--- src/rtl/sfr_access_ctrl.sv ---
// Two-port arbiter/sequencer for SFR direct-address accesses.
// Each transaction runs IDLE -> ISSUE -> CAPTURE -> RESP; state is exported on dbg_state_o.
module sfr_access_ctrl #(
   parameter int PRIO_MODE = 0
) (
   input  logic       clk,
   input  logic       reset,
   input  logic       req0,
   input  logic       we0,
   input  logic       Bb0,
   input  logic [7:0] addr0,
   input  logic [2:0] pos0,
   input  logic [7:0] data0,
   input  logic       bit0,
   output logic       ack0,
   output logic       err0,
   output logic [7:0] rdata0,
   output logic       rbit0,
   input  logic       req1,
   input  logic       we1,
   input  logic       Bb1,
   input  logic [7:0] addr1,
   input  logic [2:0] pos1,
   input  logic [7:0] data1,
   input  logic       bit1,
   output logic       ack1,
   output logic       err1,
   output logic [7:0] rdata1,
   output logic       rbit1,
   output logic       busy,
   output logic [7:0] sfr_addr,
   output logic       sfr_en,
   output logic       sfr_oe,
   output logic       sfr_Bb,
   output logic [7:0] sfr_pos,
   output logic [7:0] sfr_din,
   output logic       sfr_bin,
   input  logic [7:0] sfr_dout,
   input  logic       sfr_bout,
   output logic [1:0] dbg_state_o
);

   typedef enum logic [1:0] {IDLE, ISSUE, CAPTURE, RESP} state_t;

   state_t     state_q, state_d;
   logic       gnt_q, gnt_d;
   logic       last_q, last_d;
   logic       we_q, we_d;
   logic       bb_q, bb_d;
   logic [7:0] addr_q, addr_d;
   logic [2:0] pos_q, pos_d;
   logic [7:0] data_q, data_d;
   logic       bit_q, bit_d;
   logic [7:0] rdata_q, rdata_d;
   logic       rbit_q, rbit_d;

   logic sel;
   logic valid;
   logic rd;

   // On a tie, round-robin favours whoever was not served last.
   assign sel   = (req0 & req1) ? ((PRIO_MODE == 1) ? 1'b0 : ~last_q) : req1;
   assign valid = addr_q[7];
   assign rd    = valid & ~we_q;

   always_ff @(posedge clk) begin
      if (reset) begin
         state_q <= IDLE;
         gnt_q   <= 1'b0;
         last_q  <= 1'b1;
         we_q    <= 1'b0;
         bb_q    <= 1'b0;
         addr_q  <= 8'h00;
         pos_q   <= 3'd0;
         data_q  <= 8'h00;
         bit_q   <= 1'b0;
         rdata_q <= 8'h00;
         rbit_q  <= 1'b0;
      end else begin
         state_q <= state_d;
         gnt_q   <= gnt_d;
         last_q  <= last_d;
         we_q    <= we_d;
         bb_q    <= bb_d;
         addr_q  <= addr_d;
         pos_q   <= pos_d;
         data_q  <= data_d;
         bit_q   <= bit_d;
         rdata_q <= rdata_d;
         rbit_q  <= rbit_d;
      end
   end

   always_comb begin
      state_d = state_q;
      gnt_d   = gnt_q;
      last_d  = last_q;
      we_d    = we_q;
      bb_d    = bb_q;
      addr_d  = addr_q;
      pos_d   = pos_q;
      data_d  = data_q;
      bit_d   = bit_q;
      rdata_d = rdata_q;
      rbit_d  = rbit_q;
      case (state_q)
         IDLE: begin
            if (req0 | req1) begin
               state_d = ISSUE;
               gnt_d   = sel;
               last_d  = sel;
               we_d    = sel ? we1   : we0;
               bb_d    = sel ? Bb1   : Bb0;
               addr_d  = sel ? addr1 : addr0;
               pos_d   = sel ? pos1  : pos0;
               data_d  = sel ? data1 : data0;
               bit_d   = sel ? bit1  : bit0;
            end
         end
         ISSUE:   state_d = CAPTURE;
         CAPTURE: begin
            state_d = RESP;
            rdata_d = (rd & bb_q)  ? sfr_dout : 8'h00;
            rbit_d  = (rd & ~bb_q) ? sfr_bout : 1'b0;
         end
         RESP:    state_d = IDLE;
         default: state_d = IDLE;
      endcase
   end

   always_comb begin
      ack0     = 1'b0;
      err0     = 1'b0;
      rdata0   = 8'h00;
      rbit0    = 1'b0;
      ack1     = 1'b0;
      err1     = 1'b0;
      rdata1   = 8'h00;
      rbit1    = 1'b0;
      sfr_addr = 8'h00;
      sfr_en   = 1'b0;
      sfr_oe   = 1'b0;
      sfr_Bb   = 1'b0;
      sfr_pos  = 8'h00;
      sfr_din  = 8'h00;
      sfr_bin  = 1'b0;
      case (state_q)
         ISSUE: begin
            sfr_addr = addr_q;
            sfr_Bb   = bb_q;
            sfr_pos  = 8'h01 << pos_q;
            sfr_din  = data_q;
            sfr_bin  = bit_q;
            sfr_en   = valid & we_q;
            sfr_oe   = rd;
         end
         CAPTURE: begin
            // Reads keep the SFR addressed so its falling-edge data is stable here.
            if (rd) begin
               sfr_addr = addr_q;
               sfr_Bb   = bb_q;
               sfr_oe   = 1'b1;
            end
         end
         RESP: begin
            if (gnt_q) begin
               ack1   = 1'b1;
               err1   = ~valid;
               rdata1 = rdata_q;
               rbit1  = rbit_q;
            end else begin
               ack0   = 1'b1;
               err0   = ~valid;
               rdata0 = rdata_q;
               rbit0  = rbit_q;
            end
         end
         default: ;
      endcase
   end

   assign busy        = (state_q != IDLE);
   assign dbg_state_o = state_q;

endmodule

--- config.mk ---
export PLATFORM = sky130hd
export DESIGN_NAME = sfr_access_ctrl
export DESIGN_NICKNAME = d
export VERILOG_FILES = /design/src/rtl/sfr_access_ctrl.sv
export SDC_FILE = /design/constraint.sdc
export NUM_CORES = 1
export LEC_CHECK = 0
export CAP_MARGIN = 20
export CORE_AREA = 2 2 79 73
export CTS_BUF_LIST = sky130_fd_sc_hd__clkbuf_16
export DETAILED_ROUTE_END_ITERATION = 6
export DIE_AREA = 0 0 81 75
export PLACE_DENSITY = 0.79
export SLEW_MARGIN = 20
export SYNTH_ARGS = -nofsm -noshare
export SYNTH_HDL_FRONTEND = slang
export SYNTH_SLANG_ARGS = --single-unit
--- constraint.sdc ---
create_clock -name clk -period 1.9 [get_ports clk]
set_input_delay 0.38 -clock clk [delete_from_list [all_inputs] [get_ports clk]]
set_output_delay 0.38 -clock clk [all_outputs]
set_load 0.01 [all_outputs]
Word-level counts from Yosys, hierarchy flattened:

Cells that the tools add are included.

* flip-flop bits (word level): 35
* output and inout bits: 53
* logic and storage cells: 66

* equal/unequal tests: 4
* shift-type cells: 1
* mux-type cells: 37
* bitwise gates (word level): 10
* reduce and logical (&&, ||, !) cells: 3

Operators by type and width (count)
* 8-bit two-way mux: 10
* 1-bit two-way mux: 21
* 8-bit one-hot mux with 2 select lines: 1
* 2-bit one-hot mux with 4 select lines: 1
* 1-bit by 3-bit left shift with 8-bit output (first input constant): 1
* 1-bit bitwise AND: 5
* 2-bit == test (second input constant): 2
* 1-bit inverter: 4
* 1-bit one-hot mux with 2 select lines: 2
* 3-bit two-way mux: 1
* 2-bit by 1-bit == test with 1-bit output (second input constant): 1
* 2-bit logical NOT: 1
* 2-bit two-way mux: 1
* 2-bit inequality test (second input constant): 1
* 2-bit AND reduction: 1
* 2-bit nonzero test: 1
* 1-bit bitwise OR: 1

Depth between registers and ports, before layout:

* word-level depth: 4
* gate-level depth with buffers: 6
* gate-level depth less buffers: 5

Worst setup path after synthesis:

Ideal clock, no wire load.

* kind: register to output
* from: reg state_q[0], in the netlist dbg_state_o[0]
* to: out sfr_Bb
* arrival: 1.354 ns
* required time: 1.520 ns
* slack: 0.166 ns
* stages on the path, launching flop included: 6
* path through: dfxtp_1 > inv_1 > ha_1 > and3b_1 > o21a_1 > and2_1

* word-level cells in the longest chain between the ends: 2

RTL lines
* start: declaration: RTL line 45 `state_t state_q, state_d;`
* start signal: assignment: RTL line 80 `state_q <= state_d;`
* 2-bit == test or 2-bit by 1-bit == test with 1-bit output (tied branches): RTL line 147 `case (state_q)`
* 1-bit one-hot mux with 2 select lines *: RTL line 147
* end: declaration: RTL line 34 `output logic sfr_Bb,`

Mark *: on every way between the ends. The rest lies on a longest branch, timed or not.

Final worst setup path:

Ends and elaborated chain as after synthesis.

==> impl_metrics.yaml <==
status:
  status: "finished with violations"
  violations: "setup timing"
place:
  dp_hpwl_mm: 4.69
  postPlaceCellArea_mm2: 0.00330
  pre_cts_ws_ps: -222
  place_congestion: 0.786
  port_buffers: 109
synthesis:
  synth_edf_count: 0
  synth-seq-cells: 35
  synth_commonest_cells: "35 x dfxtp_1, 34 x nor2_1, 27 x and2_1"
  synth.top_cell.area_share: 0.353
  syn_nets: 296
  synth_most_common_cell: "dfxtp_1"
  ys_seq_area_frac: 0.353
  ys_types: 32
  synth_ff_type: "dfxtp_1"
  avgSynthCellArea_um2: 8.48
  synth_area_mm2: 0.00198
  synth_top_cell_by_area: "dfxtp_1"
  synthCells: 234
  synth_area_leaders: "dfxtp_1 35%, a211oi_2 12%, and2_1 8.5%"
  yosys_warnings: 0
  async_flop_share: 0
detailed_routing:
  vias: 2166
  drt_iter0_drc: 70
  drt_wl_total_mm: 6.53
  wire_per_inst_um: 15.1
  ant_nets: 0
  viasPerCell: 5.01
  drt-pass1-iter-count: 4
  drcViolationCount: 0
grt:
  antenna_found_initial: 0
  grt_pass1_wl_mm: 9.64
  grt_pass1_vias: 1991
  grt_max_degree: 22
  grt.total_usage: 0.207
  use_met2: 0.377
  met3_usage: 0.0420
  top_usage_layer: "met2"
  globalRouteMet1Util: 0.253
  overflow: 0
timing:
  fin_crit_sh: 1.05
  rsz0062_at_grt: "yes"
  period_needed_ps: 2000
  maxSlewHeadroom: 0.602
  fin_tns_setup_ps: -775
  setup_viol: 22
  timing.fmax_mhz: 500
  worst_slew_pin_slew_ps: 595
  slew_viol_final: 0
  hold_viol: 0
  finClkSkew_ps: 6.14
  timing.final.ws_setup_ps: -101
finish:
  fin_area_mm2: 0.00351
  synthToLayoutAreaGrowth_pct: 76.8
  final.fill_count: 445
  insertedDiodeCount: 0
  nets: 427
  ff_latch_area_um2: 706
  drive_gt1_frac: 0.332
  multiInputGateArea_mm2: 0.00127
floorplanning:
  die_y_um: 75
  start_util: 0.382
  io_pins: 110
  die_x_um: 81
  die_area_mm2: 0.00608
  rows: 25
  design.core.area_mm2: 0.00519
worst_setup_path:
  path_class: "reg2out"
  worstPathCellList: "inv_4 -> ha_4 -> and3b_2 -> o21a_4 -> buf_6 -> and2_1 -> buf_2"
  cp.arrival_ps: 1620
  path_buf_inv: 3
  critPathRequiredTime_ps: 1520
  critPathTopFamily: "flip-flops"
  end_kind: "output pin"
  worstPathMaxFanout: 6
  max_stage_delay_ps: 340
  cp_slowest_cell: "dfxtp_2"
  cp-start-kind: "flop"
power:
  power_density_mw_per_mm2: 1210
  power_leakage_nw: 1.54
  ir_drop_uv: 654
  p_total_mw: 4.23
clocking:
  cts_tree: "done"
  worstSkewPairLatency_ps: 270
  htreeDepth: 2
  clkTransAtPathRegs_ps: 50
  cts-root-buf: "clkbuf_16"
  cts_buffers: 5
  clk_path_buf_depth: 2
  clock_sinks: 35
  hold_buffers: 0
job:
  drv_cap: 0
min_path:
  hp-class: "reg2reg"
==> routing by layer <==
metal,routed length (µm),up-vias
li1,-,1068
met5,0,-
met1,2710,1032
met4,34,0
met2,3460,64
met3,325,2
==> timing repair <==
item | CTS | global route
setup endpoints to repair | 51 | 46
hold endpoints to repair | 0 | 0
gates cloned | 1 | 0
gates resized for setup | 164 | 27
pin swaps | 6 | 3
buffers inserted | 2 | 4
==> area by class of cell <==
cell class	count	share of cell area
multi-input cells	180	0.362
flip-flops and latches	35	0.201
inverters	4	0.00499
well taps	67	0.0239
repair buffers	139	0.363
clock inverters	2	0.00963
clock buffers	5	0.0357
==> path summary, 6_finish.rpt <==
| path | endpoint | slack (ps) | startpoint | depth (start not counted) |
|---|---|---|---|---|
| worst max-delay path | sfr_Bb | -100 | dbg_state_o[0]$_SDFFE_PP0P_ | 7 |
| worst min-delay path | rdata_q[0]$_SDFFE_PP0N_ | 480 | rdata_q[0]$_SDFFE_PP0N_ | 1 |
| worst max register to register | dbg_state_o[1]$_SDFFE_PP0P_ | 230 | dbg_state_o[1]$_SDFFE_PP0P_ | 7 |
| worst min register to register | rdata_q[0]$_SDFFE_PP0N_ | 480 | rdata_q[0]$_SDFFE_PP0N_ | 1 |
==> sequential cells by signal (all words and copies together) (netlist names) <==
| register | count |
|---|---|
| data_q | 8 |
| bit_q | 1 |
| gnt_q | 1 |
| rdata_q | 8 |
| dbg_state_o | 2 |
| pos_q | 3 |
| rbit_q | 1 |
| addr_q | 8 |
| we_q | 1 |
| bb_q | 1 |
| last_q | 1 |
==> kinds of logic (layout without fill, tap and decap cells) <==
family	after synthesis	count (layout)	synth area share
and+or+nand+nor	110	111	0.277
AOI/OAI and AO/OA	62	62	0.274
DFF	35	35	0.353
buffers and inverters	20	150	0.0542
adders and majority gates	5	5	0.0315
muxes	2	2	0.0101
==> report_power, final <==
group	internal (mW)	switching, mW
registers	0.954	0.166
clock network	0.606	0.286
logic	1.14	1.08
==> stage by stage <==
| step | utilization | std cells | hold WS [ps] |
|---|---|---|---|
| floorplan | - | 234 | 448 |
| global placement | 0.636 | 419 | 466 |
| detailed placement | 0.636 | 419 | 473 |
| CTS | 0.667 | 428 | 488 |
| global route | 0.676 | 432 | 514 |
| finish | 0.676 | 432 | 481 |
==> worst reg2reg max path: cells and delay by family, from the launching register on <==
| family | cells | cell delay [ps] |
|---|---|---|
| mux | 1 | 190 |
| flops | 1 | 360 |
| simple gates | 2 | 460 |
| fa+ha+maj | 1 | 170 |
| buf+inv | 3 | 370 |
==> layout by cell type (no fill, tap or decap), types with 4 or more instances in the layout <==
master,count
a211oi_2,19
a21oi_1,21
a22o_1,8
and2_1,24
and3_1,11
buf_12,4
buf_2,16
buf_4,23
buf_6,5
clkbuf_16,5
clkbuf_2,9
clkdlybuf4s15_1,8
clkdlybuf4s15_2,13
clkdlybuf4s50_1,58
dfxtp_1,33
nand2_1,24
nor2_1,34
No activity file was read; power rests on OpenSTA's default activity.
